## src/rtl/pit_bus_sequencer.sv

```systemverilog
// pit_bus_sequencer: turns one program or latch-read request into
// timed 8253 bus cycles (ctrl word, then count bytes).
module pit_bus_sequencer #(
  parameter int SETUP_CYC  = 1,
  parameter int STROBE_CYC = 2,
  parameter int HOLD_CYC   = 1,
  parameter int RECOV_CYC  = 1
) (
  input  logic        clk,
  input  logic        rst,
  input  logic        req_valid,
  output logic        req_ready,
  input  logic        req_op,
  input  logic [1:0]  req_chan,
  input  logic [1:0]  req_rw,
  input  logic [2:0]  req_mode,
  input  logic [15:0] req_count,
  output logic        done,
  output logic        err,
  output logic [15:0] rd_count,
  output logic        cs_n,
  output logic        a1,
  output logic        a0,
  output logic        wr_n,
  output logic        rd_n,
  output logic [7:0]  d_out,
  output logic        d_oe,
  input  logic [7:0]  d_in
);

  typedef enum logic [2:0] {
    IDLE, SETUP, STROBE, HOLD, RECOV, DONE, ERR
  } state_t;

  localparam logic [3:0] S_LD = 4'(SETUP_CYC - 1);
  localparam logic [3:0] T_LD = 4'(STROBE_CYC - 1);
  localparam logic [3:0] H_LD = 4'(HOLD_CYC - 1);
  localparam logic [3:0] R_LD = 4'(RECOV_CYC - 1);

  state_t      state, nxt;
  logic [3:0]  cnt, nxt_cnt;
  logic [1:0]  idx, nxt_idx;
  logic        op_q;
  logic [1:0]  chan_q, rw_q;
  logic [2:0]  mode_q;
  logic [15:0] count_q;
  logic [7:0]  lsb_q, msb_q;

  logic        accept, bad, last, cap, cap_hi;
  logic [1:0]  last_idx;
  logic        e_op;
  logic [1:0]  e_chan, e_rw;
  logic [2:0]  e_mode;
  logic [15:0] e_count;
  logic        bus_d, strb_d, wcyc, byte_hi;
  logic [1:0]  addr_d;
  logic [7:0]  ctrl_d, dout_d;

  assign accept = (state == IDLE) && req_valid;
  assign bad = (req_chan == 2'd3)
             || (!req_op && (req_mode > 3'd5))
             || (req_op && (req_rw == 2'b00));
  assign last = (cnt == 4'd0);
  assign last_idx = (rw_q == 2'b11) ? 2'd2 :
                    (rw_q == 2'b00) ? 2'd0 : 2'd1;
  assign cap = (state == STROBE) && last && (idx != 2'd0) && op_q;
  assign cap_hi = (rw_q == 2'b10) || (idx == 2'd2);

  always_comb begin
    nxt     = state;
    nxt_cnt = cnt;
    nxt_idx = idx;
    unique case (state)
      IDLE: begin
        if (req_valid) begin
          nxt_idx = 2'd0;
          if (bad) begin
            nxt = ERR;
          end else begin
            nxt     = SETUP;
            nxt_cnt = S_LD;
          end
        end
      end
      SETUP: begin
        if (last) begin
          nxt     = STROBE;
          nxt_cnt = T_LD;
        end else begin
          nxt_cnt = cnt - 4'd1;
        end
      end
      STROBE: begin
        if (last) begin
          nxt     = HOLD;
          nxt_cnt = H_LD;
        end else begin
          nxt_cnt = cnt - 4'd1;
        end
      end
      HOLD: begin
        if (!last) begin
          nxt_cnt = cnt - 4'd1;
        end else if (idx == last_idx) begin
          nxt = DONE;
        end else begin
          nxt     = RECOV;
          nxt_cnt = R_LD;
        end
      end
      RECOV: begin
        if (last) begin
          nxt     = SETUP;
          nxt_cnt = S_LD;
          nxt_idx = idx + 2'd1;
        end else begin
          nxt_cnt = cnt - 4'd1;
        end
      end
      default: nxt = IDLE;
    endcase
  end

  // Pins are registered from the next state so they change
  // on the same edge the FSM enters each phase.
  always_comb begin
    e_op    = (state == IDLE) ? req_op    : op_q;
    e_chan  = (state == IDLE) ? req_chan  : chan_q;
    e_rw    = (state == IDLE) ? req_rw    : rw_q;
    e_mode  = (state == IDLE) ? req_mode  : mode_q;
    e_count = (state == IDLE) ? req_count : count_q;
    bus_d   = (nxt == SETUP) || (nxt == STROBE) || (nxt == HOLD);
    strb_d  = (nxt == STROBE);
    wcyc    = (nxt_idx == 2'd0) || !e_op;
    byte_hi = (e_rw == 2'b10) || (nxt_idx == 2'd2);
    ctrl_d  = e_op ? {e_chan, 6'b0} : {e_chan, e_rw, e_mode, 1'b0};
    addr_d  = 2'b00;
    dout_d  = 8'h00;
    if (bus_d) begin
      addr_d = (nxt_idx == 2'd0) ? 2'b11 : e_chan;
    end
    if (bus_d && wcyc) begin
      if (nxt_idx == 2'd0) dout_d = ctrl_d;
      else if (byte_hi)    dout_d = e_count[15:8];
      else                 dout_d = e_count[7:0];
    end
  end

  always_ff @(posedge clk or posedge rst) begin
    if (rst) begin
      state     <= IDLE;
      cnt       <= 4'd0;
      idx       <= 2'd0;
      op_q      <= 1'b0;
      chan_q    <= 2'd0;
      rw_q      <= 2'd0;
      mode_q    <= 3'd0;
      count_q   <= 16'd0;
      lsb_q     <= 8'd0;
      msb_q     <= 8'd0;
      rd_count  <= 16'd0;
      req_ready <= 1'b1;
      done      <= 1'b0;
      err       <= 1'b0;
      cs_n      <= 1'b1;
      a1        <= 1'b0;
      a0        <= 1'b0;
      wr_n      <= 1'b1;
      rd_n      <= 1'b1;
      d_out     <= 8'd0;
      d_oe      <= 1'b0;
    end else begin
      state <= nxt;
      cnt   <= nxt_cnt;
      idx   <= nxt_idx;
      if (accept) begin
        op_q    <= req_op;
        chan_q  <= req_chan;
        rw_q    <= req_rw;
        mode_q  <= req_mode;
        count_q <= req_count;
        lsb_q   <= 8'd0;
        msb_q   <= 8'd0;
      end
      if (cap) begin
        if (cap_hi) msb_q <= d_in;
        else        lsb_q <= d_in;
      end
      if ((nxt == DONE) && op_q) rd_count <= {msb_q, lsb_q};
      req_ready  <= (nxt == IDLE);
      done       <= (nxt == DONE);
      err        <= (nxt == ERR);
      cs_n       <= !bus_d;
      {a1, a0}   <= addr_d;
      wr_n       <= !(strb_d && wcyc);
      rd_n       <= !(strb_d && !wcyc);
      d_out      <= dout_d;
      d_oe       <= bus_d && wcyc;
    end
  end

endmodule

```

## config.mk

```make
export PLATFORM = sky130hd
export DESIGN_NAME = pit_bus_sequencer
export DESIGN_NICKNAME = d
export VERILOG_FILES = /design/src/rtl/pit_bus_sequencer.sv
export SDC_FILE = /design/constraint.sdc
export NUM_CORES = 1
export LEC_CHECK = 0
export ABC_AREA = 1
export CORE_MARGIN = 2
export CORE_UTILIZATION = 30
export CTS_CLUSTER_SIZE = 10
export DETAILED_ROUTE_END_ITERATION = 6
export GPL_TIMING_DRIVEN = 0
export PLACE_DENSITY_LB_ADDON = 0.2
export SLEW_MARGIN = 20
export SYNTH_ARGS = -nofsm -noshare
export SYNTH_HDL_FRONTEND = slang
export SYNTH_SLANG_ARGS = --single-unit
export TNS_END_PERCENT = 1
```

## constraint.sdc

```tcl
create_clock -name clk -period 3.8 [get_ports clk]
set_input_delay 0.57 -clock clk [delete_from_list [all_inputs] [get_ports clk]]
set_output_delay 0.57 -clock clk [all_outputs]
set_load 0.03 [all_outputs]
```

Yosys cells after proc, flatten, opt, wreduce, memory -nomap -nowiden
Cells that the tools add are included.
W data, S select, Z words.
{ "classes": {"addsub": 2, "order_cmp": 1, "n_eq_ne": 19, "n_mux": 37, "n_reduce_logical": 33} }
{ "ops": {"columns": ["cell", "count"], "rows": [
  ["$mux W8", 9],
  ["$mux W4", 6],
  ["$mux W3", 7],
  ["$mux W16", 1],
  ["$pmux W4 S4", 1],
  ["$pmux W3 S5", 1],
  ["$mux W2", 7],
  ["$eq A2 B2 Y1 const B", 6],
  ["$eq A3 B2 Y1 const B", 4],
  ["$logic_and A1 B1 Y1", 10],
  ["$eq A3 B3 Y1 const B", 3],
  ["$logic_or A1 B1 Y1", 7],
  ["$eq A3 B1 Y1 const B", 2],
  ["$logic_not A1 Y1", 6],
  ["$logic_not A2 Y1", 3],
  ["$logic_not A3 Y1", 2],
  ["$mux W6", 1],
  ["$logic_not A4 Y1", 1],
  ["$ne A2 B2 Y1 const B", 2],
  ["$pmux W2 S2", 1],
  ["$reduce_and A4 Y1", 1],
  ["$reduce_bool A4 Y1", 1],
  ["$sub A4 B1 Y4 const B", 1],
  ["$gt A3 B3 Y1 const B", 1],
  ["6 further kinds", 8]
]} }
{ "word_totals": {"regBits": 82, "in_bits": 35, "out_inout_bits": 33, "word_cells": 113} }

Longest topological paths before layout
{ "depth": {"depth_word": 12, "ltp_mapped": 13, "depth_no_buf": 13} }

Worst setup path before layout
Ideal clock, no wire load.
{ "synth_timing": {"path_kind": "register -> register", "from": "register rw_q[0]", "to": "register rd_count[0]", "setup_time_ns": 0.125, "arrival_ns": 1.562, "path_slack_ns": 2.113, "stages_incl_launch_ff": 10, "n_path_buf": 1, "synth_period_minus_slack_ns": 1.687, "path_cell_list": "dfrtp_1 -> inv_1 -> ha_1 -> xnor2_1 -> nor2_1 -> nand2_2 -> clkinv_2 -> nand2_4 -> buf_6 -> mux2_4"} }
{ "synth_between": {"elab_chain_len": 9, "elab_cells_between_ends": 10, "classes_between": "eq/ne (3); mux (5); reduce/logical (2)"} }
{ "synth_rtl": {"columns": ["element", "line_no", "source"], "rows": [
  ["from (decl)", "44", "logic [1:0] chan_q, rw_q;"],
  ["from (signal assigned)", "179", "rw_q <= req_rw;"],
  ["$logic_not A2 Y1", "65", "(rw_q == 2'b00) ? 2'd0 : 2'd1;"],
  ["$mux W1", "65", null],
  ["$mux W2 *", "64", "assign last_idx = (rw_q == 2'b11) ? 2'd2 :"],
  ["$eq A2 B2 Y1 *", "104", "end else if (idx == last_idx) begin"],
  ["$mux W1 *", "104", null],
  ["$mux W3 *", "102", "if (!last) begin"],
  ["$pmux W3 S5 *", "73", "unique case (state)"],
  ["$eq A3 B3 Y1 *", "189", "if ((nxt == DONE) && op_q) rd_count <= {msb_q, lsb_q};"],
  ["$logic_and A1 B1 Y1 *", "189", null],
  ["to (signal assigned)", "189", null],
  ["to (decl)", "20", "output logic [15:0] rd_count,"]
]} }
Mark *: on every way between the ends. The rest lies on a longest branch, timed or not.
A chain may end at the register's enable or synchronous reset.

Final worst setup path
{ "layout_timing": {"from": "register wr_n", "to": "output port wr_n"} }
{ "layout_rtl": {"columns": ["element", "line_no", "source"], "rows": [
  ["from (decl)", "24", "output logic wr_n,"],
  ["from (signal assigned)", "195", "wr_n <= !(strb_d && wcyc);"]
]} }
No word-level cell between the ends.

==> flow_metrics.env <==
export IMPL_outcome="completed"
export IMPL_detail_route_first_pass_iterations=4
export IMPL_critical_path_top_delay_family="buffers and inverters"
export IMPL_min_period_ns=2.123
export IMPL_fin_nets=566
export IMPL_routed_wl_um=9795
export IMPL_die_area_um2=14190
export IMPL_die_width_um=119.1
export IMPL_rsz_0062_raised_after_global_routing="no"
export IMPL_ys_types=32
export IMPL_synth_net_count=487
export IMPL_ff2ff_setup_slack_ns=1.84
export IMPL_min_delay_worst_endpoint="count_q[8]"
export IMPL_multi_input_area_um2=1609
export IMPL_timing_max_slew_rel_slack_pct=66.13
export IMPL_routedWlPerCell_um=13.87
export IMPL_ctsHtreeMaxLevel=3
export IMPL_grt_busiest_layer="met2"
export IMPL_critPathSlowestCell="clkdlybuf4s50_1"
export IMPL_worstMarginPinSlew_ns=0.5081
export IMPL_detailroute_via_count=3160
export IMPL_synth_edff_count=0
export IMPL_worstPathArrival_ns=1.55
export IMPL_slew_violations=0
export IMPL_place_hpwl_um=7228
export IMPL_synthesis_yosys_warnings=0
export IMPL_drt_first_iter_violations=202
export IMPL_ctsRootBufferMaster="clkbuf_16"
export IMPL_power_per_unit_of_standard_cell_area_nw_per_um2=752.8
export IMPL_post_route_util_pct=39.55
export IMPL_mappedNetlistArea_um2=3975
export IMPL_fill_cells=1307
export IMPL_ys_dominant_reg_cell="dfrtp_1"
export IMPL_cts_made_buffers=9
export IMPL_timing_critical_path_fanout_max=1
export IMPL_gr_usage_all_layers_pct=14.78
export IMPL_maxCapViolations=0
export IMPL_placeableCoreArea_um2=13090
export IMPL_globalRoute_totalOverflow=0
export IMPL_critPathBufInv=1
export IMPL_post_route_cell_area_um2=5175
export IMPL_maximum_number_of_pins_on_one_net_before_global_route_repair=49
export IMPL_initial_utilization_pct=30.38
export IMPL_synth_area_per_cell_um2=8.913
export IMPL_crit_path_end_kind="primary output"
export IMPL_min_path_type="flop to flop"
export IMPL_die_height_um=119.1
export IMPL_max_freq_ghz=0.4711
export IMPL_detail_route_vias_per_cell=4.476
export IMPL_synth_sequential_area_ratio_pct=51.75
export IMPL_required_time_of_the_critical_path_ns=3.23
export IMPL_fin_skew_ns=0.006267
export IMPL_clock_latency_ns=0.34
export IMPL_crit_chain="clkdlybuf4s50_1"
export IMPL_critical_path_start_type="flop"
export IMPL_placed_cell_area_um2=4896
export IMPL_final_layout_size_suffix_gt1_share_pct=15.28
export IMPL_synthToLayoutAreaGrowth_pct=30.19
export IMPL_cts_repair_resized=0
export IMPL_report_final_hold_viol_count=0
export IMPL_regToRegEndpoint="d_out[1]"
export IMPL_path_class="flop to primary output"
export IMPL_postSynth_asyncResetShare_pct=100.0
export IMPL_grt_pass1_wl_um=16380
export IMPL_cts_tree="yes"
export IMPL_post_cts_repair_setup_buffers=0
export IMPL_clock_transition_at_path_regs_ns=0.06
export IMPL_gpl_final_weighted_congestion=0.8066
export IMPL_worstHoldPathCells=2
export IMPL_layout_area_seq_um2=2057
export IMPL_timing_final_setup_violations=0
export IMPL_antenna_violations_before_repair=0
export IMPL_leakage_uw=0.002521
export IMPL_cts_sinks=82
export IMPL_globalRouteMet3Util_pct=3.879
export IMPL_antenna_diode_count=0
export IMPL_hold_buf_count_cts=0
export IMPL_route_detailed_drc=0
export IMPL_placement_io_buffers=67
export IMPL_syn_instance_count=446
export IMPL_drtAntennaViolNets=0
export IMPL_timing_final_crit_share_pct=55.86
export IMPL_global_routing_usage_on_met1_pct=19.01
export IMPL_ios=68
export IMPL_worst_hold_startpoint="count_q[8]"
export IMPL_clock_tree_buffer_depth=2
export IMPL_placement_rows=42
export IMPL_grt_met2_usage_pct=24.03
export IMPL_grt_pass1_vias=3248
export IMPL_postSynthRegisterBits=82
export IMPL_worstReg2RegStart="cnt[0]"
export IMPL_vdd_drop_max_mv=0.3382
export IMPL_rr_worst_depth=13
export IMPL_worst_path_largest_cell_delay_ns=0.66
cells in the mapped netlist, types with 3 or more instances:
cell / count / area [um^2]
nand2_2: 7 / 43.79
nand3_1: 37 / 185.2
nand2_1: 84 / 315.3
mux2_4: 10 / 150.1
a21oi_1: 6 / 30.03
o21ai_0: 53 / 265.3
mux2_2: 6 / 67.56
nand3b_1: 7 / 52.55
buf_2: 6 / 30.03
nor2_1: 34 / 127.6
nor2_2: 3 / 18.77
clkbuf_1: 4 / 15.01
dfstp_2: 4 / 105.1
nand4_1: 6 / 37.54
ha_1: 6 / 75.07
inv_1: 49 / 183.9
dfrtp_1: 78 / 1952
o21ai_1: 14 / 70.07
nor2_4: 3 / 33.78
inv_2: 9 / 33.78
nand2_4: 6 / 67.56
per-layer routing:
metal | wire (um) | share of wire [%]
met4 | 173 | 1.8
met1 | 4581 | 47
met3 | 444 | 4.5
met2 | 4596 | 47
met5 | 0 | 0
kinds of logic after synthesis:
logic type	count (synthesis)	synth area share, %
buf+inv	74	7.774
fa+ha+maj	6	1.889
simple gates	190	22.82
xor+xnor	2	0.4407
flops	82	51.75
mux	16	5.477
compound gates	76	9.852
worst max-delay path by stage:
stage	to	cells after the start	from
2_1_floorplan	a0	1	rst
3_3_place_gp	count_q[1]	2	rst
3_5_place_dp	d_out[6]	10	req_op
4_1_cts	rd_n	1	rd_n
5_1_grt	d_out[1]	13	cnt[0]
6_report	wr_n	1	wr_n
layout by cell type (no fill, tap or decap), drive strengths merged:
cell type      instances
a21oi                  6
mux2                  16
inv                   60
o21bai                 1
dfstp                  4
dfrtp                 78
nand4                  6
nand3                 39
buf                   11
ha                     6
clkdlybuf4s50         67
xor2                   1
nand3b                 7
nor3                   1
clkinv                 7
o21ai                 68
nor2                  40
clkbuf                13
o22ai                  1
xnor2                  1
nand2                 97
flip-flops by register name, indices dropped and copies added (netlist names), 2 cells and up:
name and flops:
msb_q 8, idx 2, mode_q 3, count_q 16, state 3, cnt 4, chan_q 2, rw_q 2
rd_count 16, lsb_q 8, d_out 8
report_power, final:
part	internal [uW]	leakage [uW]	switching (uW)	total, uW
Sequential	1130	0.00107	117	1250
Combinational	648	0.00131	1180	1820
Clock	448	0.000140	376	824
area by class of cell:
class,count,area share (%)
Clock inverter,7,1.040
Inverter,60,4.425
Tap cell,176,4.255
Clock buffer,9,4.352
Sequential cell,82,39.75
Timing Repair Buffer,68,13.49
Buffer,14,1.596
Multi-Input combinational cell,290,31.09
per-stage QoR:
| step | hold WS [ns] | worst slack, ns | total power (uW) | instances | setup TNS, ns |
|---|---|---|---|---|---|
| after floorplan | 0.4422 | 1.128 | 2541 | 446 | 0 |
| after global placement | 0.4569 | -0.2288 | 3072 | 689 | -17.48 |
| after detailed placement | 0.4587 | 1.405 | 3096 | 690 | 0 |
| after CTS | 0.4737 | 1.662 | 3939 | 706 | 0 |
| after global routing | 0.5054 | 1.619 | 4221 | 706 | 0 |
| final | 0.4717 | 1.677 | 3896 | 706 | 0 |
worst register-to-register path: cells and delay by family (launching register included):
| family | cells | cell delay (ns) |
|---|---|---|
| buffers and inverters | 3 | 0.35 |
| adders and majority gates | 1 | 0.25 |
| and+or+nand+nor | 9 | 0.87 |
| DFF | 1 | 0.38 |
Note: power is estimated with default switching activity, not from simulation.
